==> config.mk <==
export PLATFORM = sky130hd
export DESIGN_NAME = instr_mem_fetch
export DESIGN_NICKNAME = d
export VERILOG_FILES = /design/src/rtl/instr_mem_fetch.sv
export SDC_FILE = /design/constraint.sdc
export NUM_CORES = 1
export LEC_CHECK = 0
export CORE_MARGIN = 1.5
export CORE_UTILIZATION = 46
export DETAILED_ROUTE_END_ITERATION = 8
export PLACE_DENSITY_LB_ADDON = 0.3
export SYNTH_ARGS = -nofsm -noshare
export SYNTH_HDL_FRONTEND = slang
export SYNTH_SLANG_ARGS = --single-unit
==> constraint.sdc <==
create_clock -name clk -period 3.3 [get_ports clk]
set_input_delay 0.66 -clock clk [delete_from_list [all_inputs] [get_ports clk]]
set_output_delay 0.66 -clock clk [all_outputs]
set_load 0.01 [all_outputs]
==> src/rtl/instr_mem_fetch.sv <==
// Instruction memory with a one-cycle fetch handshake and a 2-entry response FIFO.
// Define IMEM_WRITE_EN to add a word-write port for program load.
module instr_mem_fetch #(
   parameter int    DEPTH     = 64,
   parameter int    ADDR_W    = $clog2(DEPTH),
   parameter string INIT_FILE = ""
) (
   input  logic        clk,
   input  logic        rst_n,
   input  logic        req_valid,
   output logic        req_ready,
   input  logic [31:0] req_addr,
   input  logic        flush,
`ifdef IMEM_WRITE_EN
   input  logic        wr_en,
   input  logic [31:0] wr_addr,
   input  logic [31:0] wr_data,
`endif
   output logic        rsp_valid,
   input  logic        rsp_ready,
   output logic [31:0] rsp_instr,
   output logic [1:0]  rsp_fault,
   output logic [31:0] rsp_addr
);

   localparam logic [31:0] NOP = 32'h0000_0013;

   typedef struct packed {
      logic [31:0] instr;
      logic [1:0]  fault;
      logic [31:0] addr;
   } entry_t;

   logic [31:0] mem_q [DEPTH] = '{default: NOP};

   logic [1:0]        occ_q, occ_d;
   entry_t            head_q, head_d;
   entry_t            tail_q, tail_d;
   logic [ADDR_W-1:0] rd_idx;
   entry_t            new_entry;
   logic              accept;
   logic              pop;

   // Out-of-range is judged on every upper address bit so the index never wraps.
   assign rd_idx          = req_addr[ADDR_W+1:2];
   assign new_entry.fault = {(req_addr[31:ADDR_W+2] != '0), (req_addr[1:0] != 2'b00)};
   assign new_entry.instr = (new_entry.fault != 2'b00) ? NOP : mem_q[rd_idx];
   assign new_entry.addr  = req_addr;

   assign req_ready = rst_n & ~flush & (occ_q != 2'd2);
   assign accept    = req_valid & req_ready;
   assign rsp_valid = (occ_q != 2'd0);
   assign pop       = rsp_valid & rsp_ready & ~flush;

   assign rsp_instr = head_q.instr;
   assign rsp_fault = head_q.fault;
   assign rsp_addr  = head_q.addr;

   always_comb begin
      occ_d  = occ_q;
      head_d = head_q;
      tail_d = tail_q;
      if (flush) begin
         occ_d = 2'd0;
      end else begin
         case ({accept, pop})
            2'b10: begin
               occ_d = occ_q + 2'd1;
               if (occ_q == 2'd0) head_d = new_entry;
               else               tail_d = new_entry;
            end
            2'b01: begin
               occ_d = occ_q - 2'd1;
               if (occ_q == 2'd2) head_d = tail_q;
            end
            2'b11: begin
               if (occ_q == 2'd1) begin
                  head_d = new_entry;
               end else begin
                  head_d = tail_q;
                  tail_d = new_entry;
               end
            end
            default: ;
         endcase
      end
   end

   always_ff @(posedge clk or negedge rst_n) begin
      if (!rst_n) begin
         occ_q  <= 2'd0;
         head_q <= '0;
      end else begin
         occ_q  <= occ_d;
         head_q <= head_d;
      end
   end

   // Second slot is only ever observed after being written, so it needs no reset.
   always_ff @(posedge clk) begin
      tail_q <= tail_d;
   end

`ifdef IMEM_WRITE_EN
   // Non-blocking write: a same-edge fetch of this word captures the old contents.
   always_ff @(posedge clk) begin
      if (wr_en && (wr_addr[1:0] == 2'b00) && (wr_addr[31:ADDR_W+2] == '0)) begin
         mem_q[wr_addr[ADDR_W+1:2]] <= wr_data;
      end
   end
`endif

endmodule
==> out/summary.txt, run 1 <==
Final wirelength - 6069 um
Share of cells above drive strength 1 - 8.084%
Clk pin slew, worst setup/hold paths - 0.07 ns
1st-iter DRT viols - 119
Post-Syn Instances - 252
Initial antenna violation count - 0
Max Cap Viol - 0
Dpl hpwl - 4094 um
Final cycle utilization of the critical path - 79.19%
Synth Area in XOR/XNOR - 0.2776%
Non-Filler Instances - 414
Fmax - 382.6 MHz
CTS sink count - 71
FF-to-FF setup slack - 1.22 ns
Synth cell count leaders - dfrtp_1 (37), nand2_1 (37), edfxtp_1 (34), buf_4 (33), mux2i_1 (33)
Hold Vio Cnt, Final - 0
Peak VDD IR - 0.3227 mV
Warnings from Yosys - 0
Crit-path max cell delay - 0.57 ns
I/O Buffers - 75
Max Fanout on Critical Path - 6
# hold bufs at CTS - 0
Worst EP arrival - 1.95 ns
Largest family of logic cells by synthesized area - multiplexers
# IOs - 105
Residual DRC - 0
Setup violations, final - 0
Avg WL per Cell - 14.66 um
Nets@finish - 369
Routed via count - 2,007
Setup Buffers After CTS - 0
Hold Path Class - reg -> reg
Vias in the first global route - 2,009
Adder-Cell Fraction of Synth Area - 1.190%
Die ar. - 7366 um2
Synth async-reset ratio - 52.11%
Worst Setup Slack, final - 0.6866 ns
DRT antenna net count - 0
Worst-path cell chain - clkdlybuf4s50_1 > nor3b_1 > clkdlybuf4s50_1
CP Capture Type - primary output
Synth Flop Type - dfrtp_1
Post-synthesis sequential area ratio - 61.70%
Slowest CP cell - clkdlybuf4s50_1
Core area - 6719 um2
Design Area, Final - 4034 um2
Post-synthesis mux area share - 10.47%
Pre-CTS setup slack - 0.6794 ns
Most frequent cell on the critical path - clkdlybuf4s50_1
Placed cell count - 398
Site row count - 30
Max transition margin - 59.80%
Least-Margin Pin Slew - 0.6029 ns
Final Slew Violations - 0
Top cell type's share of synthesized area - 32.36%
Clock Latency Late Sink - 0.34 ns
RSZ-0062 raised after global routing - false
CP top delay family - buffers and inverters
Setup TNS - 0 ns
First-pass GRT wire length - 9825 um
Synth-to-Final Area Change - 27.84%
WP data required - 2.64 ns
Die H - 85.83 um
EDFF count, synth - 34
Synth area leaders - edfxtp_1 (32%), dfrtp_1 (29%), mux2i_1 (10%)
Avg Inst Size Synth - 12.52 um2
Distinct cells, synth - 30
Hold path cells - 2
Status - finished clean
CTS tree - yes
RR Startpoint - occ_q[0]
Syn Std Cell Area - 3156 um2
Max Root-Sink Buffers - 2
Final Wtd Congestion - 0.7380
Root Buffer - clkbuf_8
Area after DPL - 3845 um2
Yosys top cell by area - edfxtp_1
Total power - 0.002689 W
Ant. Diodes - 0
CTS Buf Count - 9
Cts repair resizes - 0
Hold EP - rsp_addr[4]
Leak - 1.809 nW
WP buf/inv - 2
Largest net degree at the start of global routing - 38
Initial Util - 46.96%
Pre-antenna DRT Iters - 4
Stages on worst setup path - 3
Startpoint types - input pin
Post-synthesis compound-gate area fraction - 6.305%
Die W - 85.83 um
R2R Path End - rsp_addr[26]
GR Overflow Total - 0
Crit Path Class - in -> out
Post-DR vias/cell - 4.848
Gr usage total - 17.67%
Clock skew - 0.009306 ns
H-tree depth - 3
HP Start - rsp_addr[4]
P per Cell Area - 666.7 nW/um2
Worst r2r path cells - 6
Fraction of the mapped netlist area in simple logic gates - 9.516%
Synthesized flop and latch total - 71
Minimum clock period - 2.613 ns
==> how the worst max path moves through the flow <==
stage          start         to  slack [ns]
3_3_place_gp   flush  req_ready        0.73
3_5_place_dp   flush  req_ready        0.68
6_report       flush  req_ready        0.69
2_1_floorplan  flush  tail_q[0]        1.02
5_1_grt        flush  req_ready        0.64
4_1_cts        flush  req_ready        0.68
==> cells by family after synthesis <==
| kind of cell | after synthesis |
|---|---|
| other | 1 |
| XOR/XNOR | 1 |
| adder cells (fa/ha/maj) | 3 |
| buffers and inverters | 45 |
| AND/OR/NAND/NOR | 62 |
| multiplexers | 33 |
| flip-flops | 71 |
| AO/OA/AOI/OAI | 36 |
==> flip-flops by register name (all words and copies together), names as in the netlist <==
register,cells
rsp_instr,1
occ_q,2
tail_q,34
rsp_addr,32
rsp_fault,2
==> metrics by stage <==
stage / hold slack [ns] / util [%]
finish: 0.4825 / 60.04
global route: 0.5089 / 60.04
CTS: 0.4899 / 60.04
detailed placement: 0.4735 / 57.23
floorplan: 0.3644 / -
global placement: 0.4604 / 57.23
==> area by class of cell <==
type                            instances  area [um2]
Clock buffer                           10       127.6
Sequential cell                        71        1947
Clock inverter                          6       61.31
Fill cell                             557        2685
Multi-Input combinational cell        164       991.0
Timing Repair Buffer                   80       795.8
Inverter                                3       11.26
Tap cell                               80       100.1
==> routing by layer <==
layer  track usage [%]  vias to the layer above  share of wire (%)
li1                  -                      989                  -
met1             22.81                      941                 44
met2             28.92                       68                 50
met3             3.465                        9                4.0
met4             8.211                        0                1.6
met5                 0                        -                  0
==> placed cells by master (no fill, tap or decap), types with 2 or more instances in the layout <==
| cell | instances |
|---|---|
| nand2b_1 | 2 |
| conb_1 | 29 |
| o21ai_1 | 9 |
| mux2i_1 | 33 |
| buf_4 | 4 |
| clkbuf_8 | 9 |
| nor2_1 | 3 |
| nor4_1 | 6 |
| dfrtp_1 | 37 |
| inv_1 | 3 |
| nor3b_1 | 3 |
| ha_1 | 3 |
| edfxtp_1 | 34 |
| o21ai_0 | 24 |
| clkinv_2 | 3 |
| or2_2 | 2 |
| nand2_1 | 37 |
| clkdlybuf4s50_1 | 74 |
==> power by group <==
group / leakage (nW) / switching [W] / internal [W] / total, W
Sequential: 0.766 / 0.0000989 / 0.00112 / 0.00122
Clock: 0.0960 / 0.000321 / 0.000347 / 0.000667
Combinational: 0.947 / 0.000357 / 0.000448 / 0.000805
==> tightest hold or removal path, cell delays in order, from the launching register on <==
cell and delay, ns:
dfrtp_1 0.34, nand2_1 0.04, o21ai_0 0.06
(Power assumes the default switching activity.)
==> inputs of run 2 (changes only) <==
Clock period 3.3 ns to 2.68 ns, I/O delays scaled along.
==> out/summary.txt, run 2 (synthesized netlist as in run 1, its figures left out) <==
Status - finished clean
Setup TNS - 0 ns (unchanged)
Max Fanout on Critical Path - 6 (unchanged)
Initial antenna violation count - 0 (unchanged)
Hold Vio Cnt, Final - 0 (unchanged)
Gr usage total - 16.70% (-0.97 points)
Site row count - 30 (unchanged)
Core area - 6719 um2 (unchanged)
WP data required - 2.14 ns (-0.50 ns)
CTS Buf Count - 9 (unchanged)
Startpoint types - input pin
Die W - 85.83 um (unchanged)
Minimum clock period - 2.383 ns
CTS sink count - 71 (unchanged)
Register with the most flip-flops - tail_q
Vias in the first global route - 1,888 (-6.0%)
Nets@finish - 369 (unchanged)
Initial Util - 46.96% (unchanged)
RR Startpoint - occ_q[0]
DRT antenna net count - 0 (unchanged)
P per Cell Area - 822.4 nW/um2 (+23%)
First-pass GRT wire length - 9266 um (-5.7%)
Die H - 85.83 um (unchanged)
Clk pin slew, worst setup/hold paths - 0.07 ns (about the same)
Die ar. - 7366 um2 (unchanged)
Clock skew - 0.01185 ns (+0.002549 ns)
Residual DRC - 0 (unchanged)
# IOs - 105 (unchanged)
Max Cap Viol - 0 (unchanged)
Pre-antenna DRT Iters - 4 (unchanged)
Final wirelength - 5958 um (-1.8%)
Fmax - 419.6 MHz
Largest net degree at the start of global routing - 45 (+18%)
Final Slew Violations - 0 (unchanged)
# hold bufs at CTS - 0 (unchanged)
CTS tree - yes
Share of cells above drive strength 1 - 7.808% (-0.28 points)
Most frequent cells in the layout - clkdlybuf4s50_1 (74), nand2_1 (37), dfrtp_1 (37), edfxtp_1 (34), mux2i_1 (33)
Commonest non-fill, non-tap cell in the layout - clkdlybuf4s50_1
Cts repair resizes - 0 (unchanged)
Leak - 1.818 nW (+0.48%)
1st-iter DRT viols - 131 (+10%)
Ant. Diodes - 0 (unchanged)
Peak VDD IR - 0.5466 mV (+69%)
I/O Buffers - 75 (unchanged)
Dpl hpwl - 4075 um (-0.48%)
Post-DR vias/cell - 4.881 (+0.69%)
GR Overflow Total - 0 (unchanged)
Worst EP arrival - 1.85 ns (-0.10 ns)
Root Buffer - clkbuf_8
H-tree depth - 3 (unchanged)
Area after DPL - 3857 um2 (+0.33%)
Clock Latency Late Sink - 0.33 ns (about the same)
CP Capture Type - primary output
Synth-to-Final Area Change - 28.51%
Hold Path Class - in -> async
Final Wtd Congestion - 0.7309 (-0.96%)
Crit Path Class - in -> out
Setup violations, final - 0 (unchanged)
Setup Buffers After CTS - 0 (unchanged)
Max Root-Sink Buffers - 2 (unchanged)
Worst hold margin - 0.3331 ns (-0.1494 ns)
Max FFs per register - 34 (unchanged)
Avg WL per Cell - 14.43 um (-1.6%)
Design Area, Final - 4055 um2 (+0.53%)
RSZ-0062 raised after global routing - false
Final cycle utilization of the critical path - 88.92%
Worst setup path start - flush
Routed via count - 2,016 (+0.45%)
==> run 2: stage by stage <==
step           cells  power, W  util (%)  setup WS (ns)
4_1_cts          413  0.003376     60.35         0.2911
5_1_grt          413  0.003528     60.35         0.1825
2_1_floorplan    280  0.001964         -         0.4050
3_5_place_dp     398  0.002528     57.41         0.3001
3_3_place_gp     398  0.002499     57.41         0.3507
6_report         413  0.003335     60.35         0.2970
==> run 2: worst max-delay path, cell delays in order <==
cell,delay (ns)
clkdlybuf4s50_1,0.49
nor3b_1,0.25
clkdlybuf4s50_1,0.57
==> run 2: worst paths after layout <==
check / depth (start not counted) / end / slack (ns)
worst max-delay path: 3 / req_ready / 0.30
worst min-delay path: 2 / rsp_addr[22] / 0.33
worst max register to register: 6 / rsp_addr[23] / 0.86
worst min register to register: 2 / rsp_addr[4] / 0.48
max in group asynchronous: 2 / rsp_addr[27] / 2.00
min in group clk: 2 / rsp_addr[4] / 0.48
==> run 2: power by group <==
group          switching (W)  internal (W)  leakage, nW
logic               0.000439      0.000554        0.953
registers           0.000121       0.00138        0.766
clock network       0.000369      0.000475       0.0985
total               0.000929       0.00241         1.82
==> run 2: layout make-up <==
cell class	instances	area [um2]
Clock buffer	12	155.1
Clock inverter	3	42.54
Fill cell	538	2664
Inverter	3	11.26
Multi-Input combinational cell	164	991.0
Sequential cell	71	1947
Tap cell	80	100.1
Timing Repair Buffer	80	808.3
==> run 2: routing by layer <==
metal	share of wire (%)	GRT usage, %
met1	46	22.32
met2	48	26.27
met3	3.8	3.176
met4	1.5	8.358
met5	0	0
==> inputs of run 3 (changes only) <==
Settings changed: CORE_UTILIZATION 46 to 31.
==> out/summary.txt, run 3 (synthesized netlist as in run 1, its figures left out) <==
Status - finished clean
Most frequent cells in the layout - clkdlybuf4s50_1 (74), nand2_1 (37), dfrtp_1 (37), edfxtp_1 (34), mux2i_1 (33)
Hold Vio Cnt, Final - 0 (unchanged)
FILL cells - 969 (+80%)
Area after DPL - 3924 um2 (+1.7%)
Final cycle utilization of the critical path - 88.75% (-0.17 points)
Crit Path Class - in -> out
Minimum clock period - 2.379 ns (-0.004440 ns)
WP buf/inv - 2 (unchanged)
Max transition margin - 64.22%
Worst hold margin - 0.3116 ns (-0.02155 ns)
Vias in the first global route - 2,100 (+11%)
RSZ-0062 raised after global routing - false
Max Root-Sink Buffers - 2 (unchanged)
Final wirelength - 6475 um (+8.7%)
CTS Buf Count - 9 (unchanged)
Hold Path Class - in -> async
Dpl hpwl - 4262 um (+4.6%)
Design Area, Final - 4106 um2 (+1.3%)
Cts repair resizes - 0 (unchanged)
Setup violations, final - 0 (unchanged)
Setup TNS - 0 ns (unchanged)
Crit-path max cell delay - 0.57 ns (about the same)
Register with the most flip-flops - tail_q
DRT antenna net count - 0 (unchanged)
Clock Latency Late Sink - 0.35 ns (+0.02 ns)
FF-to-FF setup slack - 0.85 ns (about the same)
GR Overflow Total - 0 (unchanged)
Worst EP arrival - 1.84 ns (about the same)
Root Buffer - clkbuf_8
Fmax - 420.4 MHz (+0.19%)
CTS sink count - 71 (unchanged)
Worst-path cell chain - clkdlybuf4s50_1 > nor3b_1 > clkdlybuf4s50_1
Nets@finish - 369 (unchanged)
Clk pin slew, worst setup/hold paths - 0.08 ns (about the same)
CP Capture Type - primary output
Max FFs per register - 34 (unchanged)
Initial antenna violation count - 0 (unchanged)
WP data required - 2.14 ns (about the same)
Ant. Diodes - 0 (unchanged)
Site row count - 36 (+20%)
Pre-CTS setup slack - 0.3019 ns (+0.001737 ns)
Routed via count - 2,008 (-0.40%)
Gr usage total - 12.95% (-3.7 points)
Commonest non-fill, non-tap cell in the layout - clkdlybuf4s50_1
Residual DRC - 0 (unchanged)
Core area - 9819 um2 (+46%)
Core Util, Final - 41.82% (-19 points)
# IOs - 105 (unchanged)
Synth-to-Final Area Change - 30.13%
Final Wtd Congestion - 0.7413 (+1.4%)
Clock skew - 0.008534 ns (-0.003321 ns)
Least-Margin Pin Slew - 0.5368 ns
Post-DR vias/cell - 4.300 (-12%)
CTS tree - yes
CP top delay family - buffers and inverters
Share of cells above drive strength 1 - 8.383% (+0.58 points)
Max Fanout on Critical Path - 6 (unchanged)
Die W - 103.9 um (+21%)
1st-iter DRT viols - 64 (-51%)
Most frequent cell on the critical path - clkdlybuf4s50_1
Final Slew Violations - 0 (unchanged)
Max Cap Viol - 0 (unchanged)
P per Cell Area - 800.3 nW/um2 (-2.7%)
Die H - 103.9 um (+21%)
Worst Setup Slack, final - 0.3014 ns (+0.004440 ns)
Setup Buffers After CTS - 0 (unchanged)
Avg WL per Cell - 13.87 um (-3.9%)
I/O Buffers - 75 (unchanged)
Pre-antenna DRT Iters - 4 (unchanged)
Die ar. - 10,790 um2 (+47%)
First-pass GRT wire length - 10,830 um (+17%)
Leak - 1.804 nW (-0.75%)
H-tree depth - 3 (unchanged)
Slowest CP cell - clkdlybuf4s50_1
Peak VDD IR - 0.2881 mV (-47%)
# hold bufs at CTS - 0 (unchanged)
Largest net degree at the start of global routing - 38 (-16%)
Initial Util - 32.14% (-15 points)
Startpoint types - input pin
run 3: cell count changes in the layout (fill, tap and decap cells not counted):
| cell | change |
|---|---|
| bufinv_16 | -1 |
| clkbuf_8 | -1 |
| clkinvlp_4 | +2 |
| clkinv_4 | +1 |
| clkbuf_1 | -1 |
| inv_6 | +1 |
run 3: final cells by class:
| class | instances | area (um2) | share of cell area (%) |
|---|---|---|---|
| clock buffers | 10 | 137.6 | 3.352 |
| inverters | 3 | 11.26 | 0.2742 |
| flip-flops and latches | 71 | 1947 | 47.41 |
| well taps | 133 | 166.4 | 4.052 |
| clock inverters | 6 | 45.04 | 1.097 |
| multi-input cells | 164 | 991.0 | 24.13 |
| repair buffers | 80 | 808.3 | 19.68 |
run 3: per-stage QoR:
step | total power (W) | cells
2_1_floorplan | 0.001964 | 280
6_report | 0.003286 | 467
3_3_place_gp | 0.002508 | 451
3_5_place_dp | 0.002530 | 451
4_1_cts | 0.003334 | 467
5_1_grt | 0.003491 | 467
run 3: per-layer routing:
layer | vias up | track usage [%] | part of all wire, %
li1 | 980 | - | -
met1 | 945 | 17.59 | 50
met2 | 75 | 19.25 | 43
met3 | 8 | 4.261 | 6.0
met4 | 0 | 4.762 | 1.3
met5 | - | 0 | 0
run 3: final timing paths:
path                                   from            to  cells past startpoint
worst max-delay path                  flush     req_ready                      3
worst min-delay path                  rst_n   rsp_addr[0]                      2
worst max register to register     occ_q[0]    tail_q[33]                      5
worst min register to register  rsp_addr[5]   rsp_addr[5]                      2
max in group asynchronous             rst_n  rsp_addr[19]                      2
min in group clk                rsp_addr[5]   rsp_addr[5]                      2
run 3: power breakdown:
| part | switching [W] | internal, W | total [W] |
|---|---|---|---|
| logic | 0.000440 | 0.000554 | 0.000994 |
| clock network | 0.000430 | 0.000364 | 0.000794 |
| registers | 0.000122 | 0.00138 | 0.00150 |
